`src/rtl/aes_job_scheduler_if.sv`:
```
// Requester, AES-core and response signals of the AES job scheduler.
// The scheduler takes the slave side; the environment takes the master side.
interface aes_job_scheduler_if;
   logic         req0_valid;
   logic         req1_valid;
   logic         req0_ready;
   logic         req1_ready;
   logic [127:0] req0_plain;
   logic [127:0] req1_plain;
   logic [127:0] req0_key;
   logic [127:0] req1_key;
   logic         core_valid_in;
   logic [127:0] core_plain_text_128;
   logic [127:0] core_cipher_key_128;
   logic         core_valid_out;
   logic [127:0] core_cipher_text_128;
   logic         rsp_valid;
   logic         rsp_id;
   logic [127:0] rsp_data;
   logic [4:0]   inflight;
   logic         err_spurious;

   modport master (
      output req0_valid, req1_valid, req0_plain, req1_plain, req0_key, req1_key,
      output core_valid_out, core_cipher_text_128,
      input  req0_ready, req1_ready, core_valid_in, core_plain_text_128, core_cipher_key_128,
      input  rsp_valid, rsp_id, rsp_data, inflight, err_spurious
   );

   modport slave (
      input  req0_valid, req1_valid, req0_plain, req1_plain, req0_key, req1_key,
      input  core_valid_out, core_cipher_text_128,
      output req0_ready, req1_ready, core_valid_in, core_plain_text_128, core_cipher_key_128,
      output rsp_valid, rsp_id, rsp_data, inflight, err_spurious
   );
endinterface

```
`src/rtl/aes_job_scheduler.sv`:
```
// Round-robin front end for a pipelined AES core: tags each accepted job with its
// requester in an in-order FIFO and routes the core's in-order results back.
module aes_job_scheduler #(
   parameter int MAX_INFLIGHT = 4
) (
   input logic                clk,
   input logic                reset,
   aes_job_scheduler_if.slave sched_if
);
   localparam int              PW       = (MAX_INFLIGHT > 1) ? $clog2(MAX_INFLIGHT) : 1;
   localparam logic [4:0]      CNT_MAX  = 5'(MAX_INFLIGHT);
   localparam logic [PW-1:0]   PTR_LAST = PW'(MAX_INFLIGHT - 1);

   logic          armed_q, armed_d;
   logic          prio_q, prio_d;
   logic [4:0]    inflight_q, inflight_d;
   logic [PW-1:0] wr_ptr_q, wr_ptr_d;
   logic [PW-1:0] rd_ptr_q, rd_ptr_d;
   logic          tag_mem_q [MAX_INFLIGHT];
   logic          err_q, err_d;
   logic          core_vld_q, core_vld_d;
   logic [127:0]  core_plain_q, core_plain_d;
   logic [127:0]  core_key_q, core_key_d;
   logic          rsp_vld_q, rsp_vld_d;
   logic          rsp_id_q, rsp_id_d;
   logic [127:0]  rsp_data_q, rsp_data_d;

   logic          can_accept, rdy0, rdy1, accept, grant_id, pop;

   // Full is decided from the registered count, so a same-cycle pop never frees a slot early.
   always_comb begin
      can_accept = armed_q && (inflight_q != CNT_MAX);
      rdy0       = can_accept && sched_if.req0_valid && (!sched_if.req1_valid || !prio_q);
      rdy1       = can_accept && sched_if.req1_valid && (!sched_if.req0_valid || prio_q);
      accept     = rdy0 | rdy1;
      grant_id   = rdy1;
      pop        = sched_if.core_valid_out && (inflight_q != 5'd0);
   end

   always_comb begin
      armed_d      = 1'b1;
      prio_d       = prio_q;
      inflight_d   = inflight_q;
      wr_ptr_d     = wr_ptr_q;
      rd_ptr_d     = rd_ptr_q;
      err_d        = err_q;
      core_vld_d   = accept;
      core_plain_d = core_plain_q;
      core_key_d   = core_key_q;
      rsp_vld_d    = pop;
      rsp_id_d     = rsp_id_q;
      rsp_data_d   = rsp_data_q;

      if (accept) begin
         prio_d       = ~grant_id;
         wr_ptr_d     = (wr_ptr_q == PTR_LAST) ? '0 : wr_ptr_q + 1'b1;
         core_plain_d = grant_id ? sched_if.req1_plain : sched_if.req0_plain;
         core_key_d   = grant_id ? sched_if.req1_key   : sched_if.req0_key;
      end

      if (pop) begin
         rd_ptr_d   = (rd_ptr_q == PTR_LAST) ? '0 : rd_ptr_q + 1'b1;
         rsp_id_d   = tag_mem_q[rd_ptr_q];
         rsp_data_d = sched_if.core_cipher_text_128;
      end

      if (sched_if.core_valid_out && (inflight_q == 5'd0)) err_d = 1'b1;

      case ({accept, pop})
         2'b10:   inflight_d = inflight_q + 5'd1;
         2'b01:   inflight_d = inflight_q - 5'd1;
         default: inflight_d = inflight_q;
      endcase
   end

   // armed_q holds off acceptance for the first cycle after reset is released.
   always_ff @(posedge clk or posedge reset) begin
      if (reset) begin
         armed_q      <= 1'b0;
         prio_q       <= 1'b0;
         inflight_q   <= 5'd0;
         wr_ptr_q     <= '0;
         rd_ptr_q     <= '0;
         err_q        <= 1'b0;
         core_vld_q   <= 1'b0;
         core_plain_q <= '0;
         core_key_q   <= '0;
         rsp_vld_q    <= 1'b0;
         rsp_id_q     <= 1'b0;
         rsp_data_q   <= '0;
      end else begin
         armed_q      <= armed_d;
         prio_q       <= prio_d;
         inflight_q   <= inflight_d;
         wr_ptr_q     <= wr_ptr_d;
         rd_ptr_q     <= rd_ptr_d;
         err_q        <= err_d;
         core_vld_q   <= core_vld_d;
         core_plain_q <= core_plain_d;
         core_key_q   <= core_key_d;
         rsp_vld_q    <= rsp_vld_d;
         rsp_id_q     <= rsp_id_d;
         rsp_data_q   <= rsp_data_d;
      end
   end

   // Tag storage needs no reset: an entry is only read after it has been written.
   always_ff @(posedge clk) begin
      if (accept) tag_mem_q[wr_ptr_q] <= grant_id;
   end

   assign sched_if.req0_ready          = rdy0;
   assign sched_if.req1_ready          = rdy1;
   assign sched_if.core_valid_in       = core_vld_q;
   assign sched_if.core_plain_text_128 = core_plain_q;
   assign sched_if.core_cipher_key_128 = core_key_q;
   assign sched_if.rsp_valid           = rsp_vld_q;
   assign sched_if.rsp_id              = rsp_id_q;
   assign sched_if.rsp_data            = rsp_data_q;
   assign sched_if.inflight            = inflight_q;
   assign sched_if.err_spurious        = err_q;
endmodule

```
`src/flat_wrapper.sv`:
```
// flat-port wrapper written by rule: the top's interface ports become plain ports
module aes_job_scheduler_flat 
#(
   parameter int MAX_INFLIGHT = 4
)
  (clk, reset, sched_if_req0_valid, sched_if_req1_valid, sched_if_req0_plain, sched_if_req1_plain, sched_if_req0_key, sched_if_req1_key, sched_if_core_valid_out, sched_if_core_cipher_text_128, sched_if_req0_ready, sched_if_req1_ready, sched_if_core_valid_in, sched_if_core_plain_text_128, sched_if_core_cipher_key_128, sched_if_rsp_valid, sched_if_rsp_id, sched_if_rsp_data, sched_if_inflight, sched_if_err_spurious);
  aes_job_scheduler_if sched_if_i ();
  input logic clk;
  input logic reset;
  input wire logic [$bits(sched_if_i.req0_valid)-1:0] sched_if_req0_valid;
  input wire logic [$bits(sched_if_i.req1_valid)-1:0] sched_if_req1_valid;
  input wire logic [$bits(sched_if_i.req0_plain)-1:0] sched_if_req0_plain;
  input wire logic [$bits(sched_if_i.req1_plain)-1:0] sched_if_req1_plain;
  input wire logic [$bits(sched_if_i.req0_key)-1:0] sched_if_req0_key;
  input wire logic [$bits(sched_if_i.req1_key)-1:0] sched_if_req1_key;
  input wire logic [$bits(sched_if_i.core_valid_out)-1:0] sched_if_core_valid_out;
  input wire logic [$bits(sched_if_i.core_cipher_text_128)-1:0] sched_if_core_cipher_text_128;
  output wire logic [$bits(sched_if_i.req0_ready)-1:0] sched_if_req0_ready;
  output wire logic [$bits(sched_if_i.req1_ready)-1:0] sched_if_req1_ready;
  output wire logic [$bits(sched_if_i.core_valid_in)-1:0] sched_if_core_valid_in;
  output wire logic [$bits(sched_if_i.core_plain_text_128)-1:0] sched_if_core_plain_text_128;
  output wire logic [$bits(sched_if_i.core_cipher_key_128)-1:0] sched_if_core_cipher_key_128;
  output wire logic [$bits(sched_if_i.rsp_valid)-1:0] sched_if_rsp_valid;
  output wire logic [$bits(sched_if_i.rsp_id)-1:0] sched_if_rsp_id;
  output wire logic [$bits(sched_if_i.rsp_data)-1:0] sched_if_rsp_data;
  output wire logic [$bits(sched_if_i.inflight)-1:0] sched_if_inflight;
  output wire logic [$bits(sched_if_i.err_spurious)-1:0] sched_if_err_spurious;
  assign sched_if_i.req0_valid = sched_if_req0_valid;
  assign sched_if_i.req1_valid = sched_if_req1_valid;
  assign sched_if_i.req0_plain = sched_if_req0_plain;
  assign sched_if_i.req1_plain = sched_if_req1_plain;
  assign sched_if_i.req0_key = sched_if_req0_key;
  assign sched_if_i.req1_key = sched_if_req1_key;
  assign sched_if_i.core_valid_out = sched_if_core_valid_out;
  assign sched_if_i.core_cipher_text_128 = sched_if_core_cipher_text_128;
  assign sched_if_req0_ready = sched_if_i.req0_ready;
  assign sched_if_req1_ready = sched_if_i.req1_ready;
  assign sched_if_core_valid_in = sched_if_i.core_valid_in;
  assign sched_if_core_plain_text_128 = sched_if_i.core_plain_text_128;
  assign sched_if_core_cipher_key_128 = sched_if_i.core_cipher_key_128;
  assign sched_if_rsp_valid = sched_if_i.rsp_valid;
  assign sched_if_rsp_id = sched_if_i.rsp_id;
  assign sched_if_rsp_data = sched_if_i.rsp_data;
  assign sched_if_inflight = sched_if_i.inflight;
  assign sched_if_err_spurious = sched_if_i.err_spurious;
  aes_job_scheduler #(.MAX_INFLIGHT(MAX_INFLIGHT)) u_core (.clk(clk), .reset(reset), .sched_if(sched_if_i));
endmodule
```
`config.mk`:
```
export PLATFORM = sky130hd
export DESIGN_NAME = aes_job_scheduler_flat
export DESIGN_NICKNAME = d
export VERILOG_FILES = /design/src/rtl/aes_job_scheduler_if.sv /design/src/rtl/aes_job_scheduler.sv /design/src/flat_wrapper.sv
export SDC_FILE = /design/constraint.sdc
export NUM_CORES = 1
export LEC_CHECK = 0
export CAP_MARGIN = 20
export CORE_AREA = 10 10 394 396
export DETAILED_ROUTE_END_ITERATION = 8
export DIE_AREA = 0 0 404 406
export HOLD_SLACK_MARGIN = 0.06
export PLACE_DENSITY_LB_ADDON = 0.05
export SETUP_SLACK_MARGIN = 0.3
export SLEW_MARGIN = 20
export SYNTH_ARGS = -nofsm -noshare
export SYNTH_HDL_FRONTEND = slang
export SYNTH_SLANG_ARGS = --single-unit
```
`constraint.sdc`:
```
create_clock -name clk -period 32.2 [get_ports clk]
set_input_delay 9.66 -clock clk [delete_from_list [all_inputs] [get_ports clk]]
set_output_delay 9.66 -clock clk [all_outputs]
set_load 0.05 [all_outputs]
```
# Yosys cells after proc, flatten, opt, wreduce, memory -nomap -nowiden
# Memory sizes are Yosys's and may differ from the RTL's. A register that Yosys moved wholly into a read port is not among the register bits.
# Cells that the tools add are included.
# word_totals
ramBits	4
memories	1
wordCells	45
regBits	398
output_inout_bits	395
input_bits	645
# mem_list
name	words	word_bits	read_ports	rd_ports_with_merged_regs	write_ports	line_no	source
u_core.tag_mem_q	4	1	1	1	1	aes_job_scheduler.sv:19	logic tag_mem_q [MAX_INFLIGHT];
# classes
mux	7
reduce_logical	15
n_bitwise	2
n_eq_ne	5
addsub	4
# ops
cell	count
2-to-1 mux 128 bit	2
one-hot mux 5 bit (2 select lines)	1
logical AND 1 bit	7
equality test 2 bit, second input constant	3
adder 5 x 1 -> 5 bit, second input constant	1
zero test 5 bit	1
inequality test 5 x 3 -> 1 bit, second input constant	1
nonzero test 5 bit	1
subtractor 5 x 1 -> 5 bit, second input constant	1
adder 2 x 1 -> 2 bit, second input constant	2
2-to-1 mux 2 bit	2
zero test 1 bit	3
equality test 2 x 1 -> 1 bit, second input constant	1
logical OR 1 bit	2
2-to-1 mux 1 bit	2
nonzero test 2 bit	1
NOT 1 bit	1
bitwise OR 1 bit	1

# Longest topological paths before layout
# Gate-level depths: netlist of run 1.
# logic_depth
ltp_word	7
depth_mapped	10
ltp_nobuf	7

# Least setup slack after synthesis of run 1
# OpenSTA, ideal clock, no wires.
# synth_timing
path_kind	input-to-output
from	in sched_if_req0_valid
to	out sched_if_req1_ready
path_slack_ns	10.920
arrival_ns	11.620
required_time_ns	22.540
path_stages	5
n_path_buf	3
cell_sequence	nor2b_1 > clkbuf_1 > clkbuf_1 > clkbuf_1 > a211oi_1
# synth_between
elab_chain_cells	3
# synth_lines
item	line_no	source
start: declaration	flat_wrapper.sv:10	input wire logic [$bits(sched_if_i.req0_valid)-1:0] sched_if_req0_valid;
zero test 1 bit	aes_job_scheduler.sv:34	rdy1 = can_accept && sched_if.req1_valid && (!sched_if.req0_valid || prio_q);
logical OR 1 bit	aes_job_scheduler.sv:34	
logical AND 1 bit	aes_job_scheduler.sv:34	
end: declaration	flat_wrapper.sv:19	output wire logic [$bits(sched_if_i.req1_ready)-1:0] sched_if_req1_ready;
# No other way between the ends.

# Final worst setup path of run 1
# Same ends and word-level chain as after synthesis.

==> results.tsv, run 1 <==
metric	value	unit
slowest_stage	clkdlybuf4s50_1	
initial_core_util	14.21	%
place_inst	4619	
drive_gt1_share	17.80	%
grt_usage	15.37	%
setup_violations	0	
ys_seq_area_share	48.32	%
cts_root_buffer	clkbuf_16	
gp_congestion	0.7712	
rows	141	
pin_count	1040	
synth_top_cells_by_area	dfrtp_1, a221oi_2, a2111oi_0, inv_1, mux2_2	
cellPowerDensity	81.54	nW/um^2
drt_iter0_drc	927	
cts_sinks	403	
synth_cell_types	40	
antenna_found_initial	79	
async_reset_ff_share	99.01	%
slew_viol_final	0	
htree_levels	2	
grt_setup_unrepaired	false	
grt_start_max_net_pins	153	
drc	0	
path_clk_slew	0.06	ns
p_total	2.866	mW
maxSlewHeadroom	25.96	%
ys_ff_latch	403	
min_path_cells	1	
worst_hold_startpoint	u_core.sched_if.err_spurious	
grt_overflow_total	0	
required	22.54	ns
fin_skew	0.02036	ns
cts_tree	built	
fin_crit_sh	68.75	%
die-area	164000	sq um
r2r-end	u_core.sched_if.core_plain_text_128[27]	
postCtsResizedCells	0	
setup_tns	0	ns
syn_inst	1809	
worstSkewPairLatency	0.67	ns
drtPass1Iterations	5	
synth_edf_count	4	
die_h	406	um
fill_cells	15850	
min_to	u_core.sched_if.err_spurious	
leakage	14.40	nW
fin_util	23.89	%
worstReg2RegStart	u_core.sched_if.inflight[2]	
grt_pass1_vias	20430	
regToRegSetupSlack	27.70	ns
avgSynthCellArea	11.56	sq um
multi_input_area	7960	sq um
final_cells	4750	
post_cts_buffers	0	
final_antenna_net_count	0	
vias	19190	
cap_violations	0	
cts_hold_buffers	0	
die_w	404	um
yosys_warnings	0	
synth_nets	2464	
r2r.worst_path.cells	6	
wl_per_cell	28.07	um
crit_path_end_kind	primary output	
port_buffers	1039	
hp-class	flip-flop to flip-flop	
max_freq	45.17	MHz
syn_area	20910	sq um
arrival	12.48	ns
dp_hpwl	98140	um
synth_top_flop_cell	dfrtp_1	
hold_violations	0	
synth_top_area_cell	dfrtp_1	
cts_buffers	60	
status	finished clean	
min_period	22.14	ns
critical_path_class	input port to primary output	
worstMarginPinSlew	1.111	ns
peakVddDrop	0.05413	mV
routed_wl	133300	um
grt_pass1_wl	179700	um
seq_area	10110	sq um
core_area	147100	sq um
nets	3406	
clk_path_buf_depth	3	
worstPathCellList	clkdlybuf4s50_1 > nor2b_4 > buf_4 > a211oi_2 > clkdlybuf4s50_1	
crit_top_cell	clkdlybuf4s50_1	
areaGrowthSynthToFinish	68.09	%
worstPathMaxFanout	34	
cp-start-kind	input port	
max_stage_delay	1.21	ns
synth_top_area_share	47.74	%
vias_per_cell	4.041	
[cell type report]
| type | instances | share of cell area [%] |
|---|---|---|
| timing repair buffer | 1066 | 30.34 |
| sequential | 403 | 28.76 |
| multi-input combinational | 701 | 22.65 |
| tap | 1930 | 6.870 |
| inverter | 519 | 5.563 |
| clock buffer | 92 | 5.040 |
| clock inverter | 16 | 0.6229 |
| antenna | 23 | 0.1637 |
[how the worst max path moves through the flow]
stage,startpoint,endpoint,slack [ns]
floorplan,sched_if_req0_valid,sched_if_req1_ready,10.92
global placement,sched_if_req1_valid,sched_if_req1_ready,9.57
detailed placement,sched_if_req1_valid,sched_if_req1_ready,9.47
CTS,sched_if_req1_valid,sched_if_req1_ready,9.46
global route,sched_if_req1_valid,sched_if_req1_ready,9.88
finish,sched_if_req0_valid,sched_if_req1_ready,10.06
[routing by layer]
metal  vias up  share of wire (%)  global-route usage [%]  wire length, um
li1       8507                  -                       -                -
met1      9683                 37                   16.24            48960
met2       708                 51                   27.56            67990
met3       221                9.7                   7.152            12950
met4        74                2.2                   3.721             2941
met5         -               0.37                       0              489
[kinds of logic after synthesis]
family	synth area share (%)
muxes	7.377
DFF	48.32
xor gates and xnor gates	0.08378
AOI/OAI and AO/OA	28.93
adders and majority gates	0.6342
buffers and inverters	13.89
other	0.01793
and+or+nand+nor	0.7479
[Yosys cell counts (2+ instances only)]
master       n
a2111oi_0  256
edfxtp_1     4
a221oi_1    26
buf_6       25
buf_2       39
a21oi_1      4
a221oi_2   230
nor3b_1      5
xnor2_1      2
dfrtp_1    399
mux2_2     135
o21ai_0      2
buf_8        2
clkbuf_1   119
inv_1      519
and2_1       4
nor2_1       2
ha_1         9
nand2_1      4
nand3_1      3
[report_power, final]
part / total (mW) / switching [mW] / internal, mW
Clock: 0.683 / 0.281 / 0.402
Sequential: 0.742 / 0.0926 / 0.649
Combinational: 1.44 / 0.966 / 0.475
[through the flow]
step	area (sq um)	setup WS [ns]	hold WS, ns
6_report	35150	10.06	0.4895
2_1_floorplan	20910	10.92	0.4883
3_5_place_dp	33100	9.472	0.4758
3_3_place_gp	33090	9.573	0.4576
5_1_grt	35120	9.885	0.5127
4_1_cts	35090	9.463	0.4944
[sequential cells by signal, summed over array words and instances, names as in the netlist]
| signal | cells |
|---|---|
| u_core.sched_if.core_plain_text_128 | 128 |
| u_core.wr_ptr_q | 2 |
| u_core.sched_if.inflight | 5 |
| u_core.sched_if.err_spurious | 1 |
| u_core.sched_if.rsp_valid | 1 |
| u_core.tag_mem_q | 4 |
| u_core.sched_if.rsp_id | 1 |
| u_core.sched_if.rsp_data | 128 |
| u_core.sched_if.core_valid_in | 1 |
| u_core.armed_q | 1 |
| u_core.rd_ptr_q | 2 |
| u_core.sched_if.core_cipher_key_128 | 128 |
| u_core.prio_q | 1 |
[cell usage in the layout, fill, tap and decap left out, types with 5 or more instances in the layout]
master / count
buf_4: 21
clkdlybuf4s50_1: 1038
diode_2: 23
buf_12: 5
a221oi_1: 26
inv_1: 518
clkbuf_16: 60
a221oi_2: 230
nor3b_1: 5
a2111oi_0: 252
clkinv_2: 7
clkbuf_1: 17
clkbuf_8: 15
ha_1: 9
mux2_2: 135
dfrtp_1: 398
[critical path: cells and delay by family]
family | cells | cell delay, ns
buffers and inverters | 3 | 1.98
AOI/OAI and AO/OA | 1 | 0.60
and+or+nand+nor | 1 | 0.19
No activity file was read; power rests on OpenSTA's default activity.
==> run 2, diff against run 1 <==
--- a/config.mk
+++ b/config.mk
@@ -6,9 +6,9 @@
 export NUM_CORES = 1
 export LEC_CHECK = 0
 export CAP_MARGIN = 20
-export CORE_AREA = 10 10 394 396
+export CORE_AREA = 10 10 396 398
 export DETAILED_ROUTE_END_ITERATION = 8
-export DIE_AREA = 0 0 404 406
+export DIE_AREA = 0 0 406 408
 export HOLD_SLACK_MARGIN = 0.06
 export PLACE_DENSITY_LB_ADDON = 0.05
 export SETUP_SLACK_MARGIN = 0.3
==> constraint.sdc (replaced) <==
create_clock -name clk -period 20.8 [get_ports clk]
set_input_delay 6.24 -clock clk [delete_from_list [all_inputs] [get_ports clk]]
set_output_delay 6.24 -clock clk [all_outputs]
set_load 0.05 [all_outputs]
==> run 2 against run 1 <==
Global-route usage shrank 0.23 points; flip-flop and latch count unchanged; non-clock buffer count up 1; core utilization down 0.25 points; combinational power up 53%; clock skew rose by 0.027 ns; sequential power rose by 56%; via count shrank 0.73%; worst setup slack worse by 4.7 ns; total power is 55% higher; critical path type unchanged.
==> results.tsv, run 2 (synthesized netlist as in run 1, its figures left out) <==
metric	value	unit
status	finished clean	
hold_violations	0	
routed_wl	132100	um
worstMarginPinSlew	1.238	ns
peakVddDrop	0.06152	mV
grt_usage	15.14	%
cts_buffers	61	
setup_tns	0	ns
die_w	406	um
place_ws	4.933	ns
mostFrequentLayoutCells	clkdlybuf4s50_1, inv_1, dfrtp_1	
fin_crit_sh	74.37	%
die_h	408	um
cts_sinks	403	
setup_violations	0	
worstSkewPairLatency	0.69	ns
vias	19050	
maxSlewHeadroom	17.46	%
fill_cells	16000	
grt_setup_unrepaired	false	
slew_viol_final	0	
drive_gt1_share	17.85	%
clk_path_buf_depth	3	
cp-start-kind	input port	
cts_tree	built	
cellPowerDensity	126.0	nW/um^2
post_cts_buffers	0	
initial_core_util	14.05	%
fin_skew	0.04753	ns
grt_pass1_vias	20550	
rows	142	
cap_violations	0	
leakage	14.43	nW
core_area	148900	sq um
dp_hpwl	96330	um
max_freq	64.65	MHz
grt_overflow_total	0	
nets	3408	
min_period	15.47	ns
required	14.56	ns
worstPathMaxFanout	66	
critical_path_class	input port to primary output	
port_buffers	1039	
arrival	9.23	ns
grt_pass1_wl	178700	um
crit_path_end_kind	primary output	
path_clk_slew	0.06	ns
cts_root_buffer	clkbuf_16	
vias_per_cell	3.999	
antenna_found_initial	67	
cts_hold_buffers	0	
final_common_cell	clkdlybuf4s50_1	
grt_start_max_net_pins	181	
hp-class	flip-flop to flip-flop	
drtPass1Iterations	5	
postCtsResizedCells	0	
drc	0	
pin_count	1040	
htree_levels	2	
fin_ws	5.331	ns
areaGrowthSynthToFinish	68.32	%
wl_per_cell	27.73	um
die-area	165600	sq um
gp_congestion	0.7574	
drt_iter0_drc	850	
final_antenna_net_count	0	
-- run 2: path summary, 6_finish.rpt --
| kind | from | end | slack, ns | depth (start not counted) |
|---|---|---|---|---|
| setup / recovery | sched_if_req1_valid | sched_if_req1_ready | 5.33 | 5 |
| hold / removal | u_core.sched_if.err_spurious | u_core.sched_if.err_spurious | 0.50 | 1 |
| setup reg to reg | u_core.sched_if.inflight[2] | u_core.sched_if.core_plain_text_128[83] | 15.98 | 6 |
| hold reg to reg | u_core.sched_if.err_spurious | u_core.sched_if.err_spurious | 0.50 | 1 |
| max in group asynchronous | reset | u_core.sched_if.rsp_data[44] | 11.78 | 5 |
| min in group asynchronous | reset | u_core.sched_if.core_cipher_key_128[56] | 6.05 | 2 |
-- run 2: power by group --
group	total, mW	switching [mW]	internal, mW	leakage, nW
logic	2.21	1.48	0.735	8.92
registers	1.16	0.152	1.01	4.50
clock network	1.06	0.437	0.628	1.00
-- run 2: final cells by class --
type,count,area [sq um],share of cell area (%)
Clock buffer,95,1834,5.211
Clock inverter,16,195.2,0.5545
Timing Repair Buffer,1067,10680,30.33
Antenna cell,19,47.55,0.1351
Multi-Input combinational cell,701,7951,22.59
Tap cell,1944,2432,6.910
Inverter,519,1956,5.556
Sequential cell,403,10110,28.72
-- run 2: critical path, cell delays in order --
cell and delay [ns]:
clkdlybuf4s50_1 0.62, nand2_4 0.48, a211oi_1 0.65, buf_4 0.28, clkdlybuf4s50_1 0.94
-- run 2: through the flow --
stage	instance area, sq um	util, %	hold slack [ns]	std cells	total power, mW
floorplan	20910	-	0.4883	1809	2.488
global placement	33110	22.24	0.4898	4633	3.416
detailed placement	33120	22.25	0.4940	4634	3.426
CTS	35150	23.61	0.5081	4745	4.544
global route	35170	23.62	0.5105	4752	4.666
finish	35200	23.64	0.4987	4764	4.434
-- run 2: routing by layer --
metal  part of all wire, %  vias up  global-route usage (%)  wire length [um]
met5                  0.32        -                       0               429
met4                   2.1       64                   3.369              2836
met3                    10      194                   7.113             13220
met2                    52      698                   27.84             68630
met1                    36     9556                   15.39             46980
li1                      -     8541                       -                 -
==> run 3, diff against run 2 <==
==> constraint.sdc (replaced) <==
create_clock -name clk -period 14.4 [get_ports clk]
set_input_delay 4.32 -clock clk [delete_from_list [all_inputs] [get_ports clk]]
set_output_delay 4.32 -clock clk [all_outputs]
set_load 0.05 [all_outputs]
==> run 3 against run 2 <==
Sequential share of layout area shrank 0.082 points; first-iteration DRC count rose by 8.5%; total power rose by 45%; worst setup slack lost 2.6 ns; core utilization rose by 0.068 points; global-route usage grew 0.14 points; clock power grew 46%; critical path depth shrank 1; cell count is 0.29% higher; non-clock buffer count increased by 8; die area unchanged; register-to-register slack got worse by 7.0 ns; critical path type unchanged; largest power group unchanged.
==> results.tsv, run 3 (synthesized netlist as in run 1, its figures left out) <==
metric	value	unit
status	finished clean	
drt_iter0_drc	922	
port_buffers	1039	
routed.top_layer	met5	
setup_violations	0	
cts_root_buffer	clkbuf_16	
grt_pass1_vias	21170	
multi_input_area	7964	sq um
critical_path_class	input port to primary output	
slew_viol_final	0	
grt_start_max_net_pins	178	
hold_violations	0	
m1WireLength	47870	um
cts_hold_buffers	0	
vias_per_cell	4.070	
routed_wl	132800	um
rows	142	
cts_buffers	61	
die-area	165600	sq um
fin_skew	0.01594	ns
whs	0.4721	ns
fill_cells	16000	
setup_tns	0	ns
min_to	u_core.sched_if.err_spurious	
die_h	408	um
seqPwrFrac	25.7	%
min_path_cells	1	
wl_per_cell	27.80	um
cts_tree	built	
seq_area	10110	sq um
drive_gt1_share	18.17	%
required	10.08	ns
combPwrFrac	50.2	%
final_cells	4778	
regToRegSetupSlack	8.95	ns
grt_usage	15.27	%
cap_violations	0	
vias	19450	
drtPass1Iterations	5	
grt_setup_unrepaired	false	
grt_overflow_total	0	
areaGrowthSynthToFinish	68.80	%
final_antenna_net_count	0	
fin_util	23.71	%
dr_wl_met3	12330	um
cp-start-kind	input port	
dp_hpwl	97650	um
min_period	11.68	ns
p_total	6.439	mW
htree_levels	2	
place_inst	4640	
cellPowerDensity	182.4	nW/um^2
peakVddDrop	0.08963	mV
cellInternalPower	3.434	mW
worstSkewPairLatency	0.68	ns
die_w	406	um
max_freq	85.59	MHz
drc	0	
nets	3416	
worstReg2RegStart	u_core.sched_if.inflight[2]	
grt_pass1_wl	181100	um
worstMarginPinSlew	1.137	ns
hp-class	flip-flop to flip-flop	
fin_crit_sh	81.13	%
r2r.worst_path.cells	7	
initial_core_util	14.05	%
final_common_cell	clkdlybuf4s50_1	
r2r-end	u_core.sched_if.core_cipher_key_128[110]	
fin_ws	2.717	ns
switching_share	46.66	%
p_switching	3.005	mW
place_ws	2.467	ns
path_clk_slew	0.06	ns
core_area	148900	sq um
gp_congestion	0.7790	
worstPathMaxFanout	45	
place_area	33160	sq um
cts_sinks	403	
p_clk_share	24.1	%
pin_count	1040	
postCtsResizedCells	0	
clk_path_buf_depth	3	
worst_hold_startpoint	u_core.sched_if.err_spurious	
arrival	7.36	ns
mostFrequentLayoutCells	clkdlybuf4s50_1, inv_1, dfrtp_1	
dr_wl_met2	68980	um
post_cts_buffers	0	
stdcell_area	35300	sq um
crit_path_end_kind	primary output	
antenna_found_initial	71	
leakage	14.48	nW
maxSlewHeadroom	24.21	%
[run 3: cell types whose count changed in the layout (fill, tap and decap cells not counted), sizes merged]
cell / previous run / this run
buf: 27 / 36
clkbuf: 95 / 96
clkdlybuf4s18: 1 / 0
clkinv: 13 / 11
clkinvlp: 0 / 3
diode: 19 / 22
inv: 520 / 521
[run 3: worst max-delay path, stage by stage]
cell             delay (ns)
clkdlybuf4s50_1        0.60
nand2_4                0.35
a211oi_1               0.86
clkdlybuf4s50_1        1.20
[run 3: power by group through the flow]
stage               logic (mW)  registers (mW)  clock network, mW
CTS                       3.28            1.66               1.64
global route              3.39            1.71               1.68
global placement          3.27            1.67                  0
detailed placement        3.28            1.68                  0
floorplan                0.871            2.72                  0
finish                    3.23            1.66               1.55
[run 3: how the worst max path moves through the flow]
stage          slack [ns]                start             endpoint
5_1_grt              2.43  sched_if_req1_valid  sched_if_req1_ready
3_5_place_dp         2.47  sched_if_req1_valid  sched_if_req1_ready
4_1_cts              2.46  sched_if_req1_valid  sched_if_req1_ready
6_report             2.72  sched_if_req1_valid  sched_if_req1_ready
2_1_floorplan        3.80  sched_if_req0_valid  sched_if_req1_ready
3_3_place_gp         2.49  sched_if_req1_valid  sched_if_req1_ready
[run 3: layer usage]
layer  up-vias  global-route usage (%)
met5         -                       0
met4        54                   4.528
met3       208                   6.330
met2       747                   27.83
met1      9885                   15.82
li1       8554                       -
[run 3: final cells by class]
type / instances / share of cell area, %
multi-input cells: 701 / 22.56
diodes: 22 / 0.1560
flip-flops and latches: 403 / 28.63
clock buffers: 96 / 5.210
well taps: 1944 / 6.890
repair buffers: 1075 / 30.48
inverters: 519 / 5.529
clock inverters: 18 / 0.5387
